$ cat config.mk
export PLATFORM = sky130hd
export DESIGN_NAME = dcsk_frame_scheduler_flat
export DESIGN_NICKNAME = d
export VERILOG_FILES = /design/src/rtl/dcsk_frame_scheduler_if.sv /design/src/rtl/dcsk_frame_scheduler.sv /design/src/flat_wrapper.sv
export SDC_FILE = /design/constraint.sdc
export NUM_CORES = 1
export LEC_CHECK = 0
export CORE_UTILIZATION = 32
export CTS_BUF_LIST = sky130_fd_sc_hd__clkbuf_16
export CTS_CLUSTER_DIAMETER = 50
export CTS_CLUSTER_SIZE = 14
export DETAILED_ROUTE_END_ITERATION = 8
export GPL_ROUTABILITY_DRIVEN = 1
export HOLD_SLACK_MARGIN = 0.02
export RECOVER_POWER = 100
export SLEW_MARGIN = 20
export SYNTH_ARGS = -nofsm -noshare
export SYNTH_HDL_FRONTEND = slang
export SYNTH_SLANG_ARGS = --single-unit
$ cat constraint.sdc
create_clock -name clk -period 4.1 [get_ports clk]
set_clock_uncertainty 0.2 [all_clocks]
set_input_delay 0.615 -clock clk [delete_from_list [all_inputs] [get_ports clk]]
set_output_delay 0.615 -clock clk [all_outputs]
set_load 0.01 [all_outputs]
$ cat src/rtl/dcsk_frame_scheduler_if.sv
// Signal bundle between the DCSK frame scheduler, its chaos FIFO and the chip output stage.
// The master modport is the scheduler's view; the slave modport is the surrounding logic's view.
interface dcsk_frame_scheduler_if #(
    parameter int SPREAD_FACTOR = 2,
    parameter int FRAME_BITS    = 8,
    parameter int CHIP_W        = 8
);
    localparam int CI_W = $clog2(2 * SPREAD_FACTOR);
    localparam int BI_W = $clog2(FRAME_BITS + 1);

    logic                  start;
    logic [FRAME_BITS-1:0] frame_data;
    logic                  chaos_empty;
    logic [CHIP_W-1:0]     chaos_sample;
    logic                  chaos_rd;
    logic [CHIP_W-1:0]     chip_out;
    logic                  chip_valid;
    logic                  chip_ready;
    logic [CI_W-1:0]       chip_index;
    logic [BI_W-1:0]       bit_index;
    logic                  busy;
    logic                  done;

    modport master (
        input  start, frame_data, chaos_empty, chaos_sample, chip_ready,
        output chaos_rd, chip_out, chip_valid, chip_index, bit_index, busy, done
    );

    modport slave (
        output start, frame_data, chaos_empty, chaos_sample, chip_ready,
        input  chaos_rd, chip_out, chip_valid, chip_index, bit_index, busy, done
    );
endinterface

$ cat src/rtl/dcsk_frame_scheduler.sv
// DCSK frame scheduler: per data bit, emits SPREAD_FACTOR chaos chips as the reference segment,
// then replays them (bit 1) or their saturated negation (bit 0) as the data segment.
module dcsk_frame_scheduler #(
    parameter int SPREAD_FACTOR = 2,
    parameter int FRAME_BITS    = 8,
    parameter int CHIP_W        = 8
) (
    input logic                    clk,
    input logic                    rstn,
    dcsk_frame_scheduler_if.master bus
);
    localparam int CI_W = $clog2(2 * SPREAD_FACTOR);
    localparam int BI_W = $clog2(FRAME_BITS + 1);
    localparam int RB_W = $clog2(SPREAD_FACTOR);

    localparam logic [CHIP_W-1:0] CHIP_MIN = {1'b1, {(CHIP_W-1){1'b0}}};
    localparam logic [CHIP_W-1:0] CHIP_MAX = {1'b0, {(CHIP_W-1){1'b1}}};
    localparam logic [RB_W-1:0]   RB_LAST  = RB_W'(SPREAD_FACTOR - 1);
    localparam logic [BI_W-1:0]   BIT_LAST = BI_W'(FRAME_BITS - 1);

    typedef enum logic [2:0] {IDLE, REF, DATA, DRAIN, DONE} state_t;

    state_t                state;
    logic [FRAME_BITS-1:0] data_sr;   // payload, shifted right so bit 0 is always the current bit
    logic [CI_W-1:0]       chip_cnt;
    logic [BI_W-1:0]       bit_cnt;
    logic [RB_W-1:0]       rb_idx;
    logic [CHIP_W-1:0]     ref_buf [SPREAD_FACTOR];

    logic              slot_free;
    logic              produce_ref;
    logic              produce_data;
    logic [CHIP_W-1:0] ref_chip;
    logic [CHIP_W-1:0] data_chip;

    assign slot_free    = ~bus.chip_valid | bus.chip_ready;
    assign produce_ref  = (state == REF) & slot_free & ~bus.chaos_empty;
    assign produce_data = (state == DATA) & slot_free;

    // The pop must coincide with the load of the FIFO head, so it cannot be registered;
    // gating with rstn keeps the FIFO untouched during the reset cycle.
    assign bus.chaos_rd = rstn & produce_ref;

    assign ref_chip  = ref_buf[rb_idx];
    assign data_chip = data_sr[0]             ? ref_chip :
                       (ref_chip == CHIP_MIN) ? CHIP_MAX : -ref_chip;

    // NOTE: all state below uses non-blocking assignments so every register samples
    // pre-edge values; blocking here would let later statements see half-updated state.
    always_ff @(posedge clk) begin
        if (!rstn) begin
            state          <= IDLE;
            data_sr        <= '0;
            chip_cnt       <= '0;
            bit_cnt        <= '0;
            rb_idx         <= '0;
            // NOTE: the reference buffer is small and must read back as zero after reset,
            // so it is cleared here rather than left to infer a RAM.
            for (int i = 0; i < SPREAD_FACTOR; i++) ref_buf[i] <= '0;
            bus.chip_out   <= '0;
            bus.chip_valid <= 1'b0;
            bus.chip_index <= '0;
            bus.bit_index  <= '0;
            bus.busy       <= 1'b0;
            bus.done       <= 1'b0;
        end else begin
            bus.done <= 1'b0;

            if (produce_ref || produce_data) begin
                bus.chip_valid <= 1'b1;
                bus.chip_index <= chip_cnt;
                bus.bit_index  <= bit_cnt;
            end else if (bus.chip_ready) begin
                bus.chip_valid <= 1'b0;
            end

            unique case (state)
                IDLE: begin
                    if (bus.start) begin
                        data_sr  <= bus.frame_data;
                        chip_cnt <= '0;
                        bit_cnt  <= '0;
                        rb_idx   <= '0;
                        bus.busy <= 1'b1;
                        state    <= REF;
                    end
                end
                REF: begin
                    if (produce_ref) begin
                        bus.chip_out    <= bus.chaos_sample;
                        ref_buf[rb_idx] <= bus.chaos_sample;
                        chip_cnt        <= chip_cnt + 1'b1;
                        if (rb_idx == RB_LAST) begin
                            rb_idx <= '0;
                            state  <= DATA;
                        end else begin
                            rb_idx <= rb_idx + 1'b1;
                        end
                    end
                end
                DATA: begin
                    if (produce_data) begin
                        bus.chip_out <= data_chip;
                        if (rb_idx == RB_LAST) begin
                            rb_idx   <= '0;
                            chip_cnt <= '0;
                            if (bit_cnt == BIT_LAST) begin
                                state <= DRAIN;
                            end else begin
                                bit_cnt <= bit_cnt + 1'b1;
                                data_sr <= data_sr >> 1;
                                state   <= REF;
                            end
                        end else begin
                            rb_idx   <= rb_idx + 1'b1;
                            chip_cnt <= chip_cnt + 1'b1;
                        end
                    end
                end
                DRAIN: begin
                    if (bus.chip_valid && bus.chip_ready) begin
                        bus.busy <= 1'b0;
                        bus.done <= 1'b1;
                        state    <= DONE;
                    end
                end
                DONE:    state <= IDLE;
                default: state <= IDLE;
            endcase
        end
    end
endmodule

$ cat src/flat_wrapper.sv
// flat-port wrapper written by rule: the top's interface ports become plain ports
module dcsk_frame_scheduler_flat 
#(
    parameter int SPREAD_FACTOR = 2,
    parameter int FRAME_BITS    = 8,
    parameter int CHIP_W        = 8
)
  (clk, rstn, bus_start, bus_frame_data, bus_chaos_empty, bus_chaos_sample, bus_chip_ready, bus_chaos_rd, bus_chip_out, bus_chip_valid, bus_chip_index, bus_bit_index, bus_busy, bus_done);
  dcsk_frame_scheduler_if #(.SPREAD_FACTOR(SPREAD_FACTOR), .FRAME_BITS(FRAME_BITS), .CHIP_W(CHIP_W)) bus_i ();
  input logic clk;
  input logic rstn;
  input wire logic [$bits(bus_i.start)-1:0] bus_start;
  input wire logic [$bits(bus_i.frame_data)-1:0] bus_frame_data;
  input wire logic [$bits(bus_i.chaos_empty)-1:0] bus_chaos_empty;
  input wire logic [$bits(bus_i.chaos_sample)-1:0] bus_chaos_sample;
  input wire logic [$bits(bus_i.chip_ready)-1:0] bus_chip_ready;
  output wire logic [$bits(bus_i.chaos_rd)-1:0] bus_chaos_rd;
  output wire logic [$bits(bus_i.chip_out)-1:0] bus_chip_out;
  output wire logic [$bits(bus_i.chip_valid)-1:0] bus_chip_valid;
  output wire logic [$bits(bus_i.chip_index)-1:0] bus_chip_index;
  output wire logic [$bits(bus_i.bit_index)-1:0] bus_bit_index;
  output wire logic [$bits(bus_i.busy)-1:0] bus_busy;
  output wire logic [$bits(bus_i.done)-1:0] bus_done;
  assign bus_i.start = bus_start;
  assign bus_i.frame_data = bus_frame_data;
  assign bus_i.chaos_empty = bus_chaos_empty;
  assign bus_i.chaos_sample = bus_chaos_sample;
  assign bus_i.chip_ready = bus_chip_ready;
  assign bus_chaos_rd = bus_i.chaos_rd;
  assign bus_chip_out = bus_i.chip_out;
  assign bus_chip_valid = bus_i.chip_valid;
  assign bus_chip_index = bus_i.chip_index;
  assign bus_bit_index = bus_i.bit_index;
  assign bus_busy = bus_i.busy;
  assign bus_done = bus_i.done;
  dcsk_frame_scheduler #(.SPREAD_FACTOR(SPREAD_FACTOR), .FRAME_BITS(FRAME_BITS), .CHIP_W(CHIP_W)) u_core (.clk(clk), .rstn(rstn), .bus(bus_i));
endmodule
Yosys cells after proc, flatten, opt, wreduce, memory -nomap -nowiden

Memory sizes are Yosys's and may differ from the RTL's. A register that Yosys moved wholly into a read port is not among the register bits.
Cells that the tools add are included.

Memory bits (writable): 16
Word-level logic and storage cells: 99
Output and inout port bits: 18
Memories: 1
Register bits: 35
Input port bits: 21
ROM bits: 0
Latch bits: 0

Div/mod/pow operators: 0
Reductions and logical operators: 15
Bitwise gates (word level): 7
Shift operators: 0
$lt $le $gt $ge: 0
Multiplexer cells: 49
$add $sub $neg: 4
Multipliers: 0
Eq/ne operators: 12

Memory list:

| memory         | depth | width | read ports | clocked after memory_dff | wr ports | RTL line                   | source |
|---|---|---|---|---|---|---|---|
| u_core.ref_buf | 2     | 8     | 1          | 1                        | 2        | dcsk_frame_scheduler.sv:28 | `logic [CHIP_W-1:0] ref_buf [SPREAD_FACTOR];` |

Operators with widths:

| operator            | count |
|---|---|
| $mux 8              | 9 |
| $pmux 8 s2          | 2 |
| $mux 1              | 18 |
| $mux 3              | 6 |
| $mux 4              | 4 |
| $pmux 3 s4          | 1 |
| $mux 2              | 5 |
| $ne 2x1->1 const B  | 5 |
| $eq 8x8->1 const B  | 1 |
| $neg 8->8           | 1 |
| $pmux 4 s2          | 1 |
| $reduce_bool 2->1   | 4 |
| $reduce_or 8->1     | 1 |
| $eq 3x2->1 const B  | 2 |
| $pmux 2 s3          | 1 |
| $reduce_and 3->1    | 2 |
| $reduce_and 6->1    | 1 |
| $reduce_and 5->1    | 1 |
| $add 4x1->4 const B | 1 |
| $and 1x1->1         | 4 |
| $eq 4x3->1 const B  | 1 |
| $ne 2x2->1 const B  | 2 |
| $reduce_and 4->1    | 1 |
| $eq 3x1->1 const B  | 1 |
| 11 further kinds    | 12 |

Logic depth before layout (Yosys ltp)

Gate-level depths: netlist of run 1.

Word-level depth: 10
Depth in mapped cells: 9
Gate-level depth less buffers: 7

Worst setup path after synthesis of run 1

Ideal clock, no wire load.

Path kind: input to register
Start point: input bus_chip_ready
End point: memory u_core.ref_buf[1][0] (enable)
Stages: 5
Setup time: 0.329 ns
Data required time: 3.571 ns
Data arrival time: 1.878 ns
Buffers on the path: 0
Path slack: 1.693 ns
Path through: and2b_1 or3_1 nor2_1 nand2_1 nand2_1

RTL lines:

| item               | RTL line                   | source |
|---|---|---|
| start: declaration | flat_wrapper.sv:16         | `input wire logic [$bits(bus_i.chip_ready)-1:0] bus_chip_ready;` |
| end: declaration   | dcsk_frame_scheduler.sv:28 |  |

Final worst setup path of run 1

Start point: input bus_chip_ready
End point: output bus_chaos_rd

Cells in the longest elaborated chain, start to end: 4

RTL lines:

| item                     | RTL line                   | source |
|---|---|---|
| $or 1x1->1               | dcsk_frame_scheduler.sv:36 | `assign slot_free = ~bus.chip_valid \| bus.chip_ready;` |
| $and 1x1->1 (2 in a row) | dcsk_frame_scheduler.sv:37 | `assign produce_ref = (state == REF) & slot_free & ~bus.chaos_empty;` |
| $and 1x1->1              | dcsk_frame_scheduler.sv:42 | `assign bus.chaos_rd = rstn & produce_ref;` |
| end: declaration         | flat_wrapper.sv:17         | `output wire logic [$bits(bus_i.chaos_rd)-1:0] bus_chaos_rd;` |

No other way between the ends.

==> run summary, run 1 <==
Detailed Route WL - 6342 um
Final Net Count - 343
slew margin rel. - 0.3736
CP required - 3280 ps
Cell Pwr Density - 354.0 mW/mm2
FF+latch count, synth - 52
top-area cell type share of the netlist area - 0.2680
post_cts resized - 0
Synth cell types - 67
worst vdd ir - 0.2291 mV
core area - 0.008175 mm2
largest net degree at the start of global routing - 29
Die Ht - 93.67 um
H-Tree Depth - 2
Overflow after GRT - 0
DIE AREA - 0.008773 mm2
Initial DRC Count - 76
Hold Path Stages - 2
hold bufs inserted after CTS - 0
Routability Congestion - 0.8485
Startpoint Class - primary input
critical path endpoint category - primary output
clock sink count - 52
Die Wd - 93.67 um
row count - 33
Yosys top cell by area - dfxtp_1
Post-synth EDFFs - 16
DR vias - 2,211
post-DP HPWL - 4697 um
worst-margin pin slew - 938.6 ps
register area share after synthesis - 0.4467
worst path cell trace - dlygate4sd3_1 -> and2b_1 -> or3_1 -> nor2_1 -> dlygate4sd3_1
max-cap viol count - 0
Tmin final - 3466 ps
wire per inst - 14.89 um
first-pass GRT wire length - 10,230 um
clk buf depth - 2
CP max stage cell - dlygate4sd3_1
Antenna Cells - 0
syn_nets - 311
Top FF cell, synth - dfxtp_1
share of cells above drive strength 1 - 0.04984
post-placement cell count - 418
Worst-path clk slew - 60 ps
# IOs - 39
maximum clock frequency - 288.5 MHz
Finished Layout Cells - 426
setup ws final - 634.1 ps
hold crit path type - register to register
Port Buf Inserts - 38
CP arrival - 2650 ps
run status - finished, final reports clean
drt drc - 0
TritonRoute pass-1 iters - 4
crit path kind - primary input to primary output
Synth async-reset ratio - 0
vias in the first global route - 2,081
Synth Instances - 288
Reg2Reg Depth - 7
initial antenna violation count - 0
synthesized area - 0.002689 mm2
starting density of the core - 0.3289
delay-heaviest family, CP - buffers and inverters
critical path's most frequent cell - dlygate4sd3_1
Finished Core Util - 0.3958
ranking of synthesized cells by area - dfxtp_1, edfxtp_1, nand2_1
Area Growth Syn to Fin - 20.33%
Vias per Instance - 5.190
CP max FO - 4
Post-CTS Setup Inserts - 0
root buf cell - clkbuf_16
Buf/Inv on CP - 2
GRT Util Overall - 0.1530
Final TNS setup - 0 ps
CTS tree - built
yosys warns - 0
Final setup viols - 0
synthesized area per cell - 9.336 um2
RSZ-0062 raised after global routing - false
CTS Buf Count - 5
cell depth of the worst setup path - 5
P_leak - 1.228 nW
number of routed nets with antenna violations - 0
Slew Viols, Final - 0
dpl ws - 713.1 ps
CP peak stage delay - 640 ps
Final Hold Viols - 0
period utilisation layout - 0.8453
Worst-Skew Late Latency - 290 ps
cell families (layout without fill, tap and decap cells):
kind of cell             count (synthesis)  in the layout  synth area share
buffers and inverters                   21             54           0.03815
multiplexers                            10             10           0.03909
AO/OA/AOI/OAI                           64             64            0.1861
XOR/XNOR                                 4              4           0.01303
adder cells (fa/ha/maj)                  2              2          0.009305
flip-flops                              52             52            0.4467
AND/OR/NAND/NOR                        135            135            0.2676
cell type report:
| cell class | count | area, um2 |
|---|---|---|
| inverter | 3 | 11.26 |
| clock buffer | 5 | 125.1 |
| clock inverter | 3 | 11.26 |
| sequential | 52 | 1201 |
| timing repair buffer | 43 | 402.9 |
| multi-input combinational | 215 | 1353 |
| tap | 105 | 131.4 |
| fill | 842 | 4940 |
synth_stat cells, drive strengths merged (2+ instances only):
| master | instances |
|---|---|
| nor4b | 3 |
| nand2 | 42 |
| nor3b | 2 |
| nand3 | 4 |
| o21bai | 3 |
| o22ai | 2 |
| mux2i | 9 |
| nand4 | 2 |
| buf | 11 |
| or3b | 2 |
| a211o | 3 |
| xor2 | 4 |
| or3 | 4 |
| nor3 | 7 |
| a32o | 3 |
| o21ai | 4 |
| and2 | 10 |
| and3 | 8 |
| nor2b | 4 |
| o21a | 2 |
| clkbuf | 7 |
| a311oi | 8 |
| dfxtp | 36 |
| a21oi | 18 |
| edfxtp | 16 |
| ha | 2 |
| nand2b | 9 |
| a211oi | 2 |
| a31oi | 2 |
| nor2 | 30 |
| inv | 3 |
| a21boi | 2 |
| nor4 | 2 |
power by group:
| part | total, W | internal (W) | switching [W] |
|---|---|---|---|
| registers | 0.000588 | 0.000556 | 0.0000313 |
| clock network | 0.000392 | 0.000220 | 0.000172 |
| logic | 0.000166 | 0.0000779 | 0.0000876 |
metal layers:
metal / track usage / up-vias / routed length, um
met2: 0.2500 / 38 / 2929
met4: 0.06026 / 0 / 131
met1: 0.1985 / 1045 / 3080
li1: - / 1117 / -
met5: 0 / - / 0
met3: 0.02994 / 11 / 201
sequential cells by signal (all words and copies together) (netlist names), named ones only:
name	cells
u_core.bus.chip_out	8
u_core.bus.chip_valid	1
u_core.bus.bit_index	4
u_core.chip_cnt	2
u_core.ref_buf	16
u_core.bus.busy	1
u_core.bit_cnt	4
u_core.data_sr	8
u_core.state	3
u_core.bus.done	1
u_core.rb_idx	1
u_core.bus.chip_index	2
stage by stage:
step | hold WS [ps] | cell area (um2) | total power [W]
global placement | 248.2 | 3152 | 0.0007717
detailed placement | 250.5 | 3152 | 0.0007752
floorplan | 245.6 | 2689 | 0.0007079
CTS | 263.0 | 3288 | 0.001169
global route | 277.3 | 3236 | 0.001201
finish | 254.9 | 3236 | 0.001145
cell usage in the layout (no fill, tap or decap), types with 7 or more instances in the layout:
cell / Yosys / layout
and3_1: 8 / 8
dlygate4sd3_1: 0 / 21
clkdlybuf4s50_1: 0 / 17
nand2_1: 42 / 42
a21oi_1: 16 / 17
a311oi_1: 8 / 8
edfxtp_1: 16 / 16
nand2b_1: 9 / 9
nor2_1: 30 / 30
mux2i_1: 8 / 8
dfxtp_1: 36 / 36
and2_0: 0 / 7
worst reg2reg max path: stages (launching register included):
cell      delay (ps)
dfxtp_1          830
mux2i_1          340
ha_1             290
nor4b_1          440
a211oi_1         110
xor2_1           170
a211o_1          300
a32o_1           240
final timing paths:
path                                            start                                   to  slack, ps
hold reg to reg   u_core.bus.chip_out[1]$_SDFFE_PN0P_  u_core.bus.chip_out[1]$_SDFFE_PN0P_        250
setup / recovery                       bus_chip_ready                         bus_chaos_rd        630
setup reg to reg                             register  u_core.bus.chip_out[4]$_SDFFE_PN0P_       1070
hold / removal    u_core.bus.chip_out[1]$_SDFFE_PN0P_  u_core.bus.chip_out[1]$_SDFFE_PN0P_        250
(Power assumes the default switching activity.)
==> run 2: changes to the inputs <==
==> constraint.sdc (replaced) <==
create_clock -name clk -period 3.5 [get_ports clk]
set_clock_uncertainty 0.2 [all_clocks]
set_input_delay 0.525 -clock clk [delete_from_list [all_inputs] [get_ports clk]]
set_output_delay 0.525 -clock clk [all_outputs]
set_load 0.01 [all_outputs]
==> run summary, run 2 (same netlist as run 1, synthesis figures left out) <==
row count - 33 (unchanged)
clk buf depth - 2 (unchanged)
hold bufs inserted after CTS - 0 (unchanged)
max-cap viol count - 0 (unchanged)
Vias per Instance - 5.161 (-0.56%)
Area Growth Syn to Fin - 22.71%
Finished Layout Cells - 429 (+0.70%)
Worst-Skew Late Latency - 290 ps (about the same)
share of cells above drive strength 1 - 0.06790 (+0.01806)
maximum clock frequency - 308.4 MHz
Worst-path clk slew - 60 ps (about the same)
Final TNS setup - 0 ps (unchanged)
vias in the first global route - 2,178 (+4.7%)
Post-CTS Setup Inserts - 0 (unchanged)
most frequent cells in the layout - nand2_1, dfxtp_1, nor2_1, dlygate4sd3_1, clkdlybuf4s50_1
RSZ-0062 raised after global routing - false
Antenna Cells - 0 (unchanged)
Final Net Count - 346 (+0.87%)
Initial DRC Count - 97 (+28%)
CP arrival - 2520 ps (-130 ps)
period utilisation layout - 0.9266
reg-to-reg critical path startpoint - u_core.state[1]$_SDFFE_PN0P_
DR WL met2 - 3169 um (+8.2%)
Tmin final - 3243 ps
placed cell area - 0.003174 mm2 (+0.71%)
P_leak - 1.266 nW (+3.1%)
worst-margin pin slew - 946.4 ps (+7.775 ps)
biggest regs - u_core.ref_buf x16, u_core.bus.chip_out x8, u_core.data_sr x8
design area - 0.003299 mm2 (+2.0%)
CTS Buf Count - 5 (unchanged)
crit path kind - primary input to primary output
most common cell after layout, fill and taps aside - nand2_1
run status - finished, final reports clean
worst vdd ir - 0.1811 mV (-21%)
Startpoint Class - primary input
Detailed Route WL - 6581 um (+3.8%)
Routability Congestion - 0.8161 (-3.8%)
Reg2Reg Depth - 6 (-1)
Cell Pwr Density - 434.5 mW/mm2 (+23%)
TritonRoute pass-1 iters - 4 (unchanged)
DR vias - 2,214 (+0.14%)
drt drc - 0 (unchanged)
CTS tree - built
Biggest register - u_core.ref_buf
clock sink count - 52 (unchanged)
post-DP HPWL - 4802 um (+2.2%)
Final setup viols - 0 (unchanged)
Die Wd - 93.67 um (unchanged)
max reg flops - 16 (unchanged)
DIE AREA - 0.008773 mm2 (unchanged)
slew margin rel. - 0.3684 (-0.005190)
GRT Util Overall - 0.1589 (+0.005914)
top sig layer - met4
first-pass GRT wire length - 10,600 um (+3.6%)
wire per inst - 15.34 um (+3.0%)
Final Hold Viols - 0 (unchanged)
hold crit path type - register to register
H-Tree Depth - 2 (unchanged)
Die Ht - 93.67 um (unchanged)
initial antenna violation count - 0 (unchanged)
HP Start - u_core.bus.bit_index[0]$_SDFFE_PN0P_
Port Buf Inserts - 38 (unchanged)
DR WL met3 - 240 um (+19%)
largest net degree at the start of global routing - 29 (unchanged)
R2R Setup Slk - 890 ps (-180 ps)
Overflow after GRT - 0 (unchanged)
CP max FO - 4 (unchanged)
CP required - 2770 ps (-510 ps)
post_cts resized - 0 (unchanged)
M1 WL - 2968 um (-3.6%)
root buf cell - clkbuf_16
post-placement cell count - 421 (+0.72%)
Hold Path Sink - u_core.bus.bit_index[0]$_SDFFE_PN0P_
critical path endpoint category - primary output
Slew Viols, Final - 0 (unchanged)
core area - 0.008175 mm2 (unchanged)
Reg2Reg Capture Point - u_core.bit_cnt[0]$_SDFFE_PN0P_
# IOs - 39 (unchanged)
number of routed nets with antenna violations - 0 (unchanged)
Hold Path Stages - 2 (unchanged)
starting density of the core - 0.3289 (unchanged)
run 2: final cells by class:
type | instances | area [um2]
inverter | 3 | 11.26
clock inverter | 3 | 37.54
multi-input combinational | 215 | 1368
tap | 105 | 131.4
clock buffer | 5 | 125.1
fill | 826 | 4876
timing repair buffer | 46 | 425.4
sequential | 52 | 1201
run 2: through the flow:
stage,total power [W],utilization,hold slack (ps),setup WS [ps]
finish,0.001434,0.4036,255.0,257.0
global route,0.001496,0.4036,273.1,207.2
CTS,0.001457,0.4082,262.4,311.4
detailed placement,0.0009135,0.3883,249.7,315.9
global placement,0.0009089,0.3883,250.5,316.0
floorplan,0.0008293,-,245.6,1102
run 2: report_power, final:
group	switching [W]	internal, W
logic	0.000112	0.0000960
clock network	0.000212	0.000333
registers	0.0000302	0.000652
run 2: how the worst max path moves through the flow:
stage,startpoint,end,slack [ps]
2_1_floorplan,register,u_core.bus.chip_out[4]$_SDFFE_PN0P_,1100
3_3_place_gp,bus_chip_ready,bus_chaos_rd,320
3_5_place_dp,bus_chip_ready,bus_chaos_rd,320
4_1_cts,bus_chip_ready,bus_chaos_rd,310
5_1_grt,bus_chip_ready,bus_chaos_rd,210
6_report,bus_chip_ready,bus_chaos_rd,260
run 2: critical path, stage by stage:
cell and delay, ps:
dlygate4sd3_1 560, and2b_1 240, or3_1 370, nor2_1 190, dlygate4sd3_1 630
run 2: per-layer routing:
| metal | vias to the layer above | track usage |
|---|---|---|
| met4 | 0 | 0.07949 |
| met3 | 16 | 0.02994 |
| met5 | - | 0 |
| met2 | 41 | 0.2745 |
| li1 | 1117 | - |
| met1 | 1040 | 0.1879 |
